**src/rtl/dmem_responder.sv**
```systemverilog
// Multi-cycle data-memory responder: serves one load/store per req/ready
// handshake from an internal word array after LATENCY wait states.
module dmem_responder #(
  parameter int DEPTH_LOG2 = 6,
  parameter int LATENCY    = 2
) (
  input  logic        clk,
  input  logic        rst_n,
  input  logic        req,
  input  logic        we,
  input  logic [31:0] addr,
  input  logic [31:0] wdata,
  output logic        ready,
  output logic [31:0] rdata,
  output logic        err,
  output logic        busy
);

  localparam int         DEPTH    = 1 << DEPTH_LOG2;
  localparam logic [3:0] CNT_INIT = 4'(LATENCY - 1);

  typedef enum logic [1:0] {
    S_IDLE,
    S_WAIT,
    S_RESP
  } state_t;

  state_t                r_state;
  state_t                w_next_state;
  logic [3:0]            r_cnt;
  logic                  r_we;
  logic [DEPTH_LOG2+1:0] r_addr;
  logic [31:0]           r_wdata;
  logic                  r_ready;
  logic                  r_err;
  logic [31:0]           r_rdata;
  logic [31:0]           r_mem [DEPTH];

  logic                  w_capture;
  logic                  w_access;
  logic                  w_misaligned;
  logic                  w_store;
  logic [DEPTH_LOG2-1:0] w_index;
  logic                  w_unused_addr;

  // Upper address bits are deliberately dropped so accesses wrap around the array.
  assign w_unused_addr = ^addr[31:DEPTH_LOG2+2];

  assign w_index      = r_addr[DEPTH_LOG2+1:2];
  assign w_misaligned = (r_addr[1:0] != 2'b00);
  assign w_capture    = (r_state == S_IDLE) && req;
  assign w_access     = (r_state == S_WAIT) && (r_cnt == 4'd0);
  assign w_store      = w_access && r_we && !w_misaligned;

  // NOTE: the default assignment first keeps this block free of inferred latches.
  always_comb begin
    w_next_state = r_state;
    case (r_state)
      S_IDLE:  if (req) w_next_state = S_WAIT;
      S_WAIT:  if (r_cnt == 4'd0) w_next_state = S_RESP;
      S_RESP:  w_next_state = S_IDLE;
      default: w_next_state = S_IDLE;
    endcase
  end

  always_ff @(posedge clk or negedge rst_n) begin
    if (!rst_n) begin
      r_state <= S_IDLE;
      r_cnt   <= 4'd0;
      r_we    <= 1'b0;
      r_addr  <= '0;
      r_wdata <= 32'd0;
      r_ready <= 1'b0;
      r_err   <= 1'b0;
      r_rdata <= 32'd0;
    end else begin
      r_state <= w_next_state;

      if (w_capture) begin
        r_we    <= we;
        r_addr  <= addr[DEPTH_LOG2+1:0];
        r_wdata <= wdata;
        r_cnt   <= CNT_INIT;
      end else if ((r_state == S_WAIT) && (r_cnt != 4'd0)) begin
        r_cnt <= r_cnt - 4'd1;
      end

      if (w_access) begin
        r_ready <= 1'b1;
        r_err   <= w_misaligned;
        r_rdata <= (w_misaligned || r_we) ? 32'd0 : r_mem[w_index];
      end else if (r_state == S_RESP) begin
        // rdata intentionally holds its last value after the response cycle.
        r_ready <= 1'b0;
        r_err   <= 1'b0;
      end
    end
  end

  // NOTE: the array has no reset so it maps onto plain RAM and keeps its contents across rst_n.
  always_ff @(posedge clk) begin
    if (w_store) begin
      r_mem[w_index] <= r_wdata;
    end
  end

  assign ready = r_ready;
  assign rdata = r_rdata;
  assign err   = r_err;
  assign busy  = (r_state != S_IDLE);

endmodule

```
**config.mk**
```make
export PLATFORM = sky130hd
export DESIGN_NAME = dmem_responder
export DESIGN_NICKNAME = d
export VERILOG_FILES = /design/src/rtl/dmem_responder.sv
export SDC_FILE = /design/constraint.sdc
export NUM_CORES = 2
export LEC_CHECK = 0
export CORE_UTILIZATION = 45
export DETAILED_ROUTE_END_ITERATION = 16
export PLACE_DENSITY = 0.67
export REMOVE_ABC_BUFFERS = 1
export SYNTH_ARGS = -nofsm -noshare
export SYNTH_HDL_FRONTEND = slang
export SYNTH_SLANG_ARGS = --single-unit
```
**constraint.sdc**
```tcl
create_clock -name clk -period 4.2 [get_ports clk]
set_input_delay 0.84 -clock clk [delete_from_list [all_inputs] [get_ports clk]]
set_output_delay 0.84 -clock clk [all_outputs]
set_load 0.05 [all_outputs]
```
=== After elaboration in Yosys (flattened, before gate mapping) ===
Memory sizes are Yosys's and may differ from the RTL's.
Index checks and enable logic that the tools add are counted.

* Output and inout port bits: 35
* Memories kept: 1
* Input bits: 68
* Word-level logic and storage cells: 40
* Bits in registers: 81
* Memory bits (writable): 2048

{| class="wikitable"
|+ Memory list
! memory !! words !! width !! rd ports !! clocked after Yosys merged registers in !! wr ports !! line !! RTL
|-
| r_mem || 64 || 32 || 1 || 0 || 1 || 37 || <nowiki>logic [31:0] r_mem [DEPTH];</nowiki>
|}

* Add/sub/neg operators: 1
* Muxes and demuxes: 11
* Equality and inequality tests: 4
* Reductions and logical operators: 15

{| class="wikitable"
|+ Operators with widths
! operator !! count
|-
| $mux 32 || 1
|-
| $mux 4 || 2
|-
| $reduce_bool 2->1 || 4
|-
| $logic_and 1x1->1 || 5
|-
| $mux 1 || 5
|-
| $logic_not 4->1 || 1
|-
| $mux 2 || 2
|-
| $ne 2x2->1 const B || 2
|-
| $pmux 2 s2 || 1
|-
| $reduce_bool 4->1 || 1
|-
| $sub 4x1->4 const B || 1
|-
| $eq 2x1->1 const B || 1
|-
| $eq 2x2->1 const B || 1
|-
| $logic_not 2->1 || 1
|-
| $reduce_and 2->1 || 1
|-
| $logic_not 1->1 || 1
|-
| $logic_or 1x1->1 || 1
|}

=== Depth between registers and ports, before layout ===
* Word-level depth: 6
* Gate-level depth with buffers: 11
* Mapped depth without buffers: 8

=== Worst setup path before layout ===
No wires, ideal clock.

* Path kind: register to register
* Start point: reg r_addr[2]
* End point: mem r_mem[28][0], enable pin
* Setup time: 0.421 ns
* Slack: 0.736 ns
* Required time: 3.779 ns
* Buffers on the path: 4
* Clock period less this slack: 3.464 ns
* Arrival time: 3.042 ns
* Cell stages (with the launch flop): 8
* Path through: dfrtp_1 buf_4 nor2_2 buf_2 buf_2 buf_1 nand2_1 nor2_1

{| class="wikitable"
|+ RTL lines
! what !! line !! RTL
|-
| from (decl) || 32 || <nowiki>logic [DEPTH_LOG2+1:0] r_addr;</nowiki>
|-
| from (signal assigned) || 81 || <nowiki>r_addr <= addr[DEPTH_LOG2+1:0];</nowiki>
|-
| to (decl) || 37 ||
|}

Straight into the memory's write port.

=== Worst setup path after layout ===
* Start point: reg r_addr[2]
* End point: reg r_rdata[11], in the netlist rdata[11]

* Word-level cells in the longest chain between the ends: 2

{| class="wikitable"
|+ RTL lines
! what !! line !! RTL
|-
| $mem_v2 64x32 || -- ||
|-
| $mux 32 || 91 || <nowiki>r_rdata <= (w_misaligned || r_we) ? 32'd0 : r_mem[w_index];</nowiki>
|-
| to (signal assigned) || 91 ||
|-
| to (decl) || 36 || <nowiki>logic [31:0] r_rdata;</nowiki>
|}

Every way passes these cells.
A chain may end at the register's enable or synchronous reset.

==> impl_metrics.json <==
{
  "fmax_ghz": 0.268,
  "yosys_register_bits": 2129,
  "power.density_nw_per_um2": 705,
  "drv_slew": 0,
  "grt_pass1_vias": 44830,
  "die_h_um": 426,
  "slew_headroom_pct": 14.0,
  "synth_ff_type": "edfxtp_1",
  "cpPeakStageDelay_ps": 950,
  "final_cell_mix": "edfxtp_1, a22oi_1, buf_4",
  "cts_sinks": 2129,
  "dieArea_um2": 181000,
  "setup_tns_ps": 0,
  "setup_violations": 0,
  "cts-root-buf": "clkbuf_16",
  "antenna_found_initial": 9,
  "port_buffers": 78,
  "n_fill_cell": 13974,
  "layout.nets": 4794,
  "worstPathCellList": "nor2_4 -> buf_4 -> a221o_1 -> a222oi_1 -> nor2_1 -> nor4_1 -> a31oi_1",
  "fin_crit_ps": 3740,
  "status": "finished, final reports clean",
  "crit_type": "reg2reg",
  "yosysSeqAreaShare_pct": 78.6,
  "post-place-cells": 6876,
  "avgSynthCellArea_um2": 17.9,
  "row_count": 155,
  "synth_area_leaders": "edfxtp_1, a22oi_1, dfrtp_1",
  "syn_area_um2": 80800,
  "place_congestion": 0.886,
  "multi_input_area_um2": 16300,
  "slowest_stage": "dfrtp_4",
  "syn_inst": 4511,
  "ys_types": 70,
  "wl_mm": 232,
  "power.internal_mw": 42.5,
  "drt-pass1-iter-count": 6,
  "ir_drop_v": 0.000718,
  "initial_core_util_pct": 45.3,
  "synth_top_area_cell": "edfxtp_1",
  "io_pins": 103,
  "hold_viol": 0,
  "dp_hpwl_mm": 133,
  "endpoint_kind": "flip-flop",
  "synth-edff-count": 2048,
  "rsz0062_at_grt": "false",
  "layoutNonFillerInstCount": 7253,
  "grt_overflow_total": 0,
  "cts_setup_buffers": 0,
  "drc": 0,
  "track_usage_pct": 25.0,
  "wl_per_cell_um": 31.9,
  "clk_pin_slew_ps": 60,
  "tightest_slew_ps": 1290,
  "drive_gt1_share_pct": 18.3,
  "grt_first_pass_wirelength_mm": 326,
  "via_count": 47197,
  "crit_arrival_ps": 4440,
  "final_antenna_net_count": 0,
  "fin_crit_sh_pct": 89.0,
  "core_um2": 178000,
  "power_leakage_nw": 28.9,
  "finalClockSkew_ps": 39.8,
  "cp_max_fo": 38,
  "timing.hold.ws_ps": 81.2,
  "clk_latency_ps": 850,
  "required_ps": 4900,
  "total_power_mw": 65.3,
  "start_kind": "flip-flop",
  "drt_iter0_drc": 7556,
  "cts_buffer_depth": 3,
  "synth_top_area_share_pct": 76.1,
  "cts_tree": "done",
  "dpl_worst_slack_ps": 517,
  "postCtsHoldBufs": 0,
  "setup_ws_ps": 462,
  "grt_max_degree": 80,
  "htreeDepth": 4,
  "cts_made_buffers": 201,
  "power_frac_comb_pct": 29.4,
  "reg2reg_depth": 7,
  "min_path_type": "in2async",
  "yosysWarnings": 0,
  "maxCapViolCount": 0,
  "seq_area_um2": 63600,
  "die_w_um": 426,
  "power.share.sequential_pct": 43.6,
  "synthArstFlopShare_pct": 3.80,
  "power.switching_mw": 22.8,
  "swShare_pct": 34.9,
  "area_growth_pct": 14.5,
  "cts_resized": 0,
  "final_common_cell": "edfxtp_1",
  "power.share.clock_pct": 27.0,
  "avgViaCountPerCell": 6.51
}
power groups by stage:
stage | registers [mW] | clock network [mW] | logic [mW]
after detailed placement | 28.8 | 0 | 18.7
after floorplan | 29.6 | 0 | 8.78
after global routing | 28.5 | 18.6 | 20.0
final | 28.4 | 17.6 | 19.2
after CTS | 28.4 | 17.8 | 18.8
after global placement | 28.7 | 0 | 18.4
cells by family (layout without fill, tap and decap cells):
logic type	count (synthesis)	count (layout)	synth area share [%]
flip-flops	2129	2129	78.6
AND/OR/NAND/NOR	400	400	2.34
buffers and inverters	349	734	1.97
other	0	2	0
XOR/XNOR	3	3	0.0325
AO/OA/AOI/OAI	1326	1326	12.1
multiplexers	302	302	4.89
adder cells (fa/ha/maj)	2	2	0.0310
cell type report:
| class | instances | area share, % |
|---|---|---|
| Inverter | 7 | 0.0325 |
| Clock inverter | 98 | 0.998 |
| Tap cell | 2355 | 3.18 |
| Antenna cell | 2 | 0.00541 |
| Clock buffer | 277 | 5.90 |
| Sequential cell | 2129 | 68.7 |
| Timing Repair Buffer | 352 | 3.59 |
| Multi-Input combinational cell | 2033 | 17.6 |
layer usage:
layer | share of wire, % | vias up | routed length [µm] | global-route usage (%)
li1 | - | 19284 | - | -
met1 | 39 | 24202 | 90900 | 36.2
met2 | 45 | 3271 | 105000 | 37.7
met3 | 12 | 436 | 28000 | 5.42
met4 | 3.4 | 4 | 7890 | 8.46
met5 | 0.012 | - | 28 | 0
Yosys cell counts, drive strengths merged, types with 5 or more instances:
| library cell | number |
|---|---|
| a2111oi | 5 |
| a211oi | 19 |
| a21oi | 107 |
| a221o | 55 |
| a221oi | 151 |
| a222oi | 17 |
| a22o | 96 |
| a22oi | 473 |
| a31oi | 32 |
| and4 | 5 |
| buf | 215 |
| clkbuf | 127 |
| dfrtp | 81 |
| edfxtp | 2048 |
| inv | 6 |
| mux2 | 142 |
| mux2i | 100 |
| mux4 | 60 |
| nand2 | 108 |
| nor2 | 171 |
| nor2b | 9 |
| nor3 | 6 |
| nor4 | 29 |
| o21a | 13 |
| o21ai | 78 |
| o21bai | 13 |
| o221ai | 17 |
| o22ai | 201 |
| o2bb2ai | 16 |
| o32ai | 14 |
| or2 | 17 |
| or4 | 27 |
flip-flops by register name, indices dropped and copies added, names as in the netlist:
signal	flops
r_mem	2048
r_wdata	32
rdata	32
r_addr	8
r_cnt	4
r_state	2
err	1
r_we	1
ready	1
path summary, 6_finish.rpt:
path	slack [ps]	start	endpoint
min in group clk	490	r_wdata[20]	r_mem[32][20]
hold reg to reg	490	r_wdata[20]	r_mem[32][20]
setup reg to reg	460	r_addr[2]	rdata[11]
max in group asynchronous	3210	rst_n	rdata[10]
hold / removal	80	rst_n	r_addr[5]
setup / recovery	460	r_addr[2]	rdata[11]
through the flow:
step | cell area, µm² | utilization (%)
after detailed placement | 86100 | 48.3
after global routing | 92500 | 51.9
after floorplan | 79200 | -
after CTS | 92500 | 51.9
final | 92500 | 51.9
after global placement | 86100 | 48.3
critical path: cells and delay by family (launching register included):
| kind | cells | cell delay [ps] |
|---|---|---|
| simple gates | 3 | 1030 |
| buf+inv | 1 | 350 |
| compound gates | 3 | 1250 |
| flops | 1 | 950 |
No activity file was read; power rests on OpenSTA's default activity.
